===== src/rtl/uart_cmd_decode.sv =====
// -----------------------------------------------------------------------------
// uart_cmd_decode
//
// Byte-level command decoder placed behind the UART receiver. Each received
// byte (rx_data qualified by the one-cycle po_flag strobe) is interpreted:
//   - WR_CMD opens a write frame. The next WR_LEN bytes are pushed into the
//     SDRAM write FIFO, and then wr_trig pulses.
//   - RD_CMD outside a frame pulses rd_trig.
//   - Any other byte outside a frame is ignored.
// A write frame that stalls for TIMEOUT clocks between bytes is abandoned,
// and frame_err pulses.
//
// Ports
//   sclk           in   system clock
//   s_rst_n        in   asynchronous active-low reset
//   rx_data[7:0]   in   received byte, valid with po_flag
//   po_flag        in   one-cycle byte-valid strobe
//   wfifo_wr_en    out  write-FIFO push strobe, one cycle per payload byte
//   wfifo_wr_data  out  payload byte; holds the last pushed value
//   wr_trig        out  one-cycle pulse: a full write frame was delivered
//   rd_trig        out  one-cycle pulse: a read command was received
//   frame_err      out  one-cycle pulse: a write frame was aborted by timeout
//
// All outputs are registered.
// -----------------------------------------------------------------------------
module uart_cmd_decode #(
    parameter logic [7:0]  WR_CMD  = 8'h55,
    parameter logic [7:0]  RD_CMD  = 8'hAA,
    parameter int unsigned WR_LEN  = 4,      // 1..255
    parameter int unsigned TIMEOUT = 52080   // 1..65535
) (
    input  logic       sclk,
    input  logic       s_rst_n,
    input  logic [7:0] rx_data,
    input  logic       po_flag,
    output logic       wfifo_wr_en,
    output logic [7:0] wfifo_wr_data,
    output logic       wr_trig,
    output logic       rd_trig,
    output logic       frame_err
);

    localparam logic [7:0]  LAST_IDX = 8'(WR_LEN - 1);
    localparam logic [15:0] TMO_LAST = 16'(TIMEOUT - 1);

    typedef enum logic [0:0] {
        IDLE    = 1'b0,
        WR_DATA = 1'b1
    } state_t;

    state_t      state, state_nxt;
    logic [7:0]  byte_cnt, byte_cnt_nxt;
    logic [15:0] tmo_cnt, tmo_cnt_nxt;

    // wr_pend marks the final payload byte. It is delayed by one more register
    // so that wr_trig follows the last FIFO push by exactly one cycle.
    logic        wr_pend, wr_pend_nxt;

    logic        wr_en_nxt;
    logic [7:0]  wr_data_nxt;
    logic        rd_trig_nxt;
    logic        frame_err_nxt;

    // -------------------------------------------------------------------------
    // Next-state and next-output logic
    // -------------------------------------------------------------------------
    always_comb begin
        // NOTE: every signal gets a default before the case statement. A path
        // that leaves a signal unassigned would infer a latch.
        state_nxt     = state;
        byte_cnt_nxt  = byte_cnt;
        tmo_cnt_nxt   = tmo_cnt;
        wr_pend_nxt   = 1'b0;
        wr_en_nxt     = 1'b0;
        wr_data_nxt   = wfifo_wr_data;   // hold the last pushed byte
        rd_trig_nxt   = 1'b0;
        frame_err_nxt = 1'b0;

        case (state)
            IDLE: begin
                tmo_cnt_nxt = '0;
                if (po_flag) begin
                    if (rx_data == WR_CMD) begin
                        state_nxt    = WR_DATA;
                        byte_cnt_nxt = '0;
                    end else if (rx_data == RD_CMD) begin
                        rd_trig_nxt = 1'b1;
                    end
                end
            end

            WR_DATA: begin
                if (po_flag) begin
                    // Inside a frame, every byte is payload, command values
                    // included. A byte that arrives on the expiry cycle takes
                    // priority over the timeout.
                    wr_en_nxt    = 1'b1;
                    wr_data_nxt  = rx_data;
                    byte_cnt_nxt = byte_cnt + 8'd1;
                    tmo_cnt_nxt  = '0;
                    if (byte_cnt == LAST_IDX) begin
                        state_nxt   = IDLE;
                        wr_pend_nxt = 1'b1;
                    end
                end else if (tmo_cnt == TMO_LAST) begin
                    // Abandon the frame. Bytes already pushed stay in the FIFO.
                    state_nxt     = IDLE;
                    tmo_cnt_nxt   = '0;
                    frame_err_nxt = 1'b1;
                end else begin
                    tmo_cnt_nxt = tmo_cnt + 16'd1;
                end
            end

            default: state_nxt = IDLE;
        endcase
    end

    // -------------------------------------------------------------------------
    // State and output registers
    // -------------------------------------------------------------------------
    // NOTE: an asynchronous reset clears everything at once. That includes
    // wr_pend, so a wr_trig still in flight is dropped.
    always_ff @(posedge sclk or negedge s_rst_n) begin
        if (!s_rst_n) begin
            state         <= IDLE;
            byte_cnt      <= '0;
            tmo_cnt       <= '0;
            wr_pend       <= 1'b0;
            wfifo_wr_en   <= 1'b0;
            wfifo_wr_data <= 8'h00;
            wr_trig       <= 1'b0;
            rd_trig       <= 1'b0;
            frame_err     <= 1'b0;
        end else begin
            // NOTE: use non-blocking assignments so that every register samples
            // pre-edge values. Blocking assignments here would let one
            // register's new value leak into the next register's input.
            state         <= state_nxt;
            byte_cnt      <= byte_cnt_nxt;
            tmo_cnt       <= tmo_cnt_nxt;
            wr_pend       <= wr_pend_nxt;
            wfifo_wr_en   <= wr_en_nxt;
            wfifo_wr_data <= wr_data_nxt;
            wr_trig       <= wr_pend;
            rd_trig       <= rd_trig_nxt;
            frame_err     <= frame_err_nxt;
        end
    end

endmodule


===== config.mk =====
export PLATFORM = sky130hd
export DESIGN_NAME = uart_cmd_decode
export DESIGN_NICKNAME = d
export VERILOG_FILES = /design/src/rtl/uart_cmd_decode.sv
export SDC_FILE = /design/constraint.sdc
export NUM_CORES = 1
export LEC_CHECK = 0
export ABC_CLOCK_PERIOD_IN_PS = 1600
export CORE_MARGIN = 5
export CORE_UTILIZATION = 45
export CTS_CLUSTER_SIZE = 10
export DETAILED_ROUTE_END_ITERATION = 8
export DONT_BUFFER_PORTS = 1
export GPL_TIMING_DRIVEN = 0
export HOLD_SLACK_MARGIN = 0.12
export PLACE_DENSITY_LB_ADDON = 0.1
export SLEW_MARGIN = 10
export SYNTH_ARGS = -nofsm -noshare
export SYNTH_HDL_FRONTEND = slang
export SYNTH_SLANG_ARGS = --single-unit

===== constraint.sdc =====
create_clock -name sclk -period 1.6 [get_ports sclk]
set_input_delay 0.24 -clock sclk [delete_from_list [all_inputs] [get_ports sclk]]
set_output_delay 0.24 -clock sclk [all_outputs]
set_load 0.1 [all_outputs]

After elaboration in Yosys (flattened, before gate mapping)
Index checks and enable logic that the tools add are counted.

Bits in registers: 38. Input bits: 11.

Add/sub/neg operators: 2. Eq/ne operators: 7. Muxes and demuxes: 25. Bitwise logic cells: 1. Reduce and logical (&&, ||, !) cells: 2.

Operator list (count): two-way mux 16 bit (2); case mux 16 bit (2 select lines) (1); two-way mux 8 bit (3); two-way mux 1 bit (17); adder 16 x 1 -> 16 bit, second input constant (1); equality test 16 bit, second input constant (1); case mux 8 bit (2 select lines) (1); adder 8 x 1 -> 8 bit, second input constant (1); equality test 8 x 2 -> 1 bit, second input constant (1); equality test 8 x 7 -> 1 bit, second input constant (1); equality test 8 bit, second input constant (1); != test 2 bit, second input constant (3); AND reduction 3 bit (1); case mux 1 bit (2 select lines) (1); AND reduction 2 bit (1); inverter 1 bit (1).

Depth between registers and ports, before layout
Depth in word-level cells: 5. Gate-level depth with buffers: 6. Gate-level depth less buffers: 5.

Worst setup path before layout
No wires, ideal clock.

Kind: reg2reg. Start: register tmo_cnt[0]. End: register state. Library setup time: 0.130 ns. Data arrival time: 1.474 ns. Data required time: 1.470 ns. Setup slack: -0.004 ns. Cell stages (with the launch flop): 7. Path buffers: 2. Period minus slack after synthesis: 1.604 ns. Path through: dfrtp_1 > ha_1 > and3_1 > a31o_2 > buf_2 > buf_2 > nand3_1.

Word-level cells in the longest chain between the ends: 4.

Ends and longest elaborated chain: start, declared (line 53) `logic [15:0] tmo_cnt, tmo_cnt_nxt;`; start signal, assigned (line 141) `tmo_cnt <= tmo_cnt_nxt;`; equality test 16 bit (line 105) `end else if (tmo_cnt == TMO_LAST) begin`; two-way mux 1 bit (line 105); two-way mux 1 bit (line 93) `if (po_flag) begin`; case mux 1 bit (2 select lines) (line 79) `case (state)`; named net state_nxt (line 51) `state_t state, state_nxt;`; end signal, assigned (line 139) `state <= state_nxt;`; end, declared (line 51).

The timed path passes the listed nets, and every way through them passes these cells. A chain may end at the register's enable or synchronous reset.

Final worst setup path
Start: register tmo_cnt[6]. End: register tmo_cnt[15].

Word-level cells in the longest chain between the ends: 4.

Ends and longest elaborated chain (line): adder 16 x 1 -> 16 bit / equality test 16 bit (equally long branches) (111, 105); two-way mux 16 bit * (105); two-way mux 16 bit * (93); case mux 16 bit (2 select lines) * (79); named net tmo_cnt_nxt[15] (53).

Mark *: on every way through the listed nets, which the timed path passes. The rest lies on a longest branch.

==> flow_summary.json <==
{
  "area_growth_pct": 22.0,
  "tightestPinTransition_ns": 0.913,
  "p_total_w": 0.00278,
  "max_slew_margin": 0.391,
  "crit_fanout": 4,
  "fin_crit_sh": 1.01,
  "synthCells": 177,
  "coreArea_um2": 3720,
  "cpMaxStageDelayCell": "dfrtp_1",
  "cp_data_arrival_time_ns": 1.84,
  "numCtsBuffers": 5,
  "finalHoldViolCount": 0,
  "initialDrtViolationCount": 35,
  "avgSynthCellArea_um2": 9.94,
  "yosysWarnings": 0,
  "drive_above_1_share": 0.172,
  "cts.sinks": 38,
  "synth_cell_types": 35,
  "status": "complete, but fails checks",
  "async_reset_ff_frac": 1.00,
  "peakVddDrop_uv": 1110,
  "syn-num-nets": 190,
  "cp.required_ns": 1.82,
  "port_buffers": 0,
  "path_clk_slew_ns": 0.08,
  "hpwl_um": 2480,
  "cp-start-kind": "flip-flop",
  "failed_checks": "setup timing",
  "seqCellArea_um2": 955,
  "drc_errors": 0,
  "critPathKind": "reg2reg",
  "wl_per_cell_um": 14.9,
  "wirelength_um": 3740,
  "power.leakage_nw": 0.913,
  "rsz0062_at_grt": "yes",
  "multi_input_area_um2": 817,
  "maxCapViolCount": 0,
  "final_antenna_net_count": 0,
  "power_density_nw_per_um2": 1300,
  "die_area_um2": 5260,
  "dpl_cell_area_um2": 1820,
  "place_congestion": 0.789,
  "vias": 1348,
  "yosysTopAreaCell": "dfrtp_1",
  "grt_pass1_vias": 1447,
  "synthTopCellsByArea": "dfrtp_1 (54%), xnor2_1 (6.0%), nand2_1 (5.5%)",
  "grt_first_pass_wirelength_um": 6440,
  "start_util": 0.473,
  "setup_slack_ns": -0.0139,
  "htree_levels": 2,
  "worstPathBufferInverterCount": 0,
  "synth_edf_count": 0,
  "die_x_um": 72.5,
  "cts_tree": "built",
  "die_height_um": 72.5,
  "setup-violations-final": 1,
  "final_area_um2": 2150,
  "io_pins": 23,
  "via_per_inst": 5.37,
  "fillCellCount": 343,
  "hold_class": "in2reg",
  "period_needed_ns": 1.61,
  "cts_buffer_depth": 2,
  "diodes": 0,
  "path_delay_family": "simple AND/OR/NAND/NOR gates",
  "fin_nets": 215,
  "final_cell_count_no_fill": 251,
  "synth.most_common_cell": "dfrtp_1",
  "clk_latency_ns": 0.29,
  "dpl.cell_count": 225,
  "worst_setup_path_end_kind": "flip-flop",
  "grt_max_degree": 39,
  "hold_slack_ns": 0.164,
  "synth_common_cells": "dfrtp_1 (38), nand2_1 (26), nor2_1 (24)",
  "yosysSeqAreaShare": 0.541,
  "utilization": 0.577,
  "slew_viol_final": 0,
  "cts-root-buf": "clkbuf_8",
  "mappedNetlistArea_um2": 1760,
  "grt_usage": 0.157,
  "antenna_found_initial": 0,
  "path_cells": "nand3_2 -> or3_4 -> or4_4 -> a21oi_2",
  "dr.pass1.iters": 4,
  "netlist.area_leader.share": 0.541,
  "synth_seq_cells": 38,
  "std_cell_rows": 22,
  "fmax_mhz": 620,
  "grt-ovfl-total": 0,
  "synth_ff_type": "dfrtp_1",
  "critPathMaxStageDelay_ns": 0.43,
  "fin_skew_ns": 0.00733
}
[what timing repair did]
action / in CTS / in global routing
endpoints found under the setup margin: 11 / 13
hold buffers: 11 / 0
resized for setup: 4 / 13
pin swaps: 0 / 1
buffers inserted: 5 / 2
endpoints found under the hold margin: 47 / 0
[worst reg2reg max path, cell delays in order (launching register included)]
cell and delay, ns:
dfrtp_1 0.43, nand3_2 0.14, or3_4 0.41, or4_4 0.43
a21oi_2 0.14
[cells in the final DEF, fill, tap and decap left out, types with 2 or more instances in the layout]
cell type      netlist  layout
o21ai_0              5       5
nand3_1              8       7
and2_1               2       2
dlygate4sd3_1        0      10
nor2_1              24      23
nand4_1              6       6
inv_1                6       6
nand2_1             26      26
clkbuf_8             0       6
clkbuf_1             1       2
nor4bb_1             2       2
o21a_1               2       2
dfrtp_2              0       3
xnor2_1             12      12
xor2_1               2       2
nor3_1               4       4
buf_4                0       7
dfrtp_1             38      35
and3_1               6       5
a21oi_1              5       4
nor4_1               7       5
nand2b_1             2       2
[where the power goes]
| group | internal (W) | total [W] | switching [W] | leakage, nW |
|---|---|---|---|---|
| sequential | 0.00107 | 0.00184 | 0.000764 | 0.514 |
| clock | 0.000348 | 0.000679 | 0.000332 | 0.0482 |
| combinational | 0.000120 | 0.000268 | 0.000147 | 0.351 |
| total | 0.00154 | 0.00278 | 0.00124 | 0.913 |
[flip-flops by register name, indices dropped and copies added, names as in the netlist]
| register | count |
|---|---|
| rd_trig | 1 |
| byte_cnt | 8 |
| frame_err | 1 |
| wr_trig | 1 |
| wr_pend | 1 |
| tmo_cnt | 16 |
| state | 1 |
| wfifo_wr_data | 8 |
| wfifo_wr_en | 1 |
[cells by family (layout without fill, tap and decap cells)]
kind of cell,after synthesis,count (layout),share of synthesized area
and+or+nand+nor,94,94,0.280
DFF,38,38,0.541
AOI/OAI and AO/OA,19,19,0.0725
xor gates and xnor gates,14,14,0.0697
buffers and inverters,10,36,0.0228
adders and majority gates,2,2,0.0142
[worst paths after layout]
check                      startpoint  cells after the start          end  slack (ns)
setup / recovery           tmo_cnt[6]                      4  tmo_cnt[15]       -0.01
hold / removal                po_flag                      2  byte_cnt[3]        0.16
setup reg to reg           tmo_cnt[6]                      4  tmo_cnt[15]       -0.01
hold reg to reg               wr_pend                      0      wr_trig        0.35
max in group asynchronous     s_rst_n                      2   tmo_cnt[0]        1.01
min in group asynchronous     s_rst_n                      2   tmo_cnt[6]        0.40
[per-stage QoR]
step / TNS [ns] / setup slack, ns
after floorplan: 0 / 0.0190
after global placement: -1.43 / -0.177
after detailed placement: -1.82 / -0.207
after CTS: -0.0957 / -0.0324
after global routing: -0.0610 / -0.0603
final: -0.0139 / -0.0139
[routing by layer]
metal | GRT usage | share of wire | up-vias
met5 | 0 | 0 | -
met4 | 0.0656 | 0.019 | 0
met3 | 0.0679 | 0.059 | 9
met2 | 0.269 | 0.52 | 24
met1 | 0.170 | 0.41 | 648
li1 | - | - | 667
[final cells by class]
class                           instances  share of cell area
Buffer                                  4              0.0128
Sequential cell                        38               0.445
Multi-Input combinational cell        129               0.381
Clock inverter                          1             0.00233
Inverter                                6              0.0105
Tap cell                               48              0.0280
Clock buffer                            7              0.0402
Timing Repair Buffer                   18              0.0805
Power figures use the tool's default switching activity.
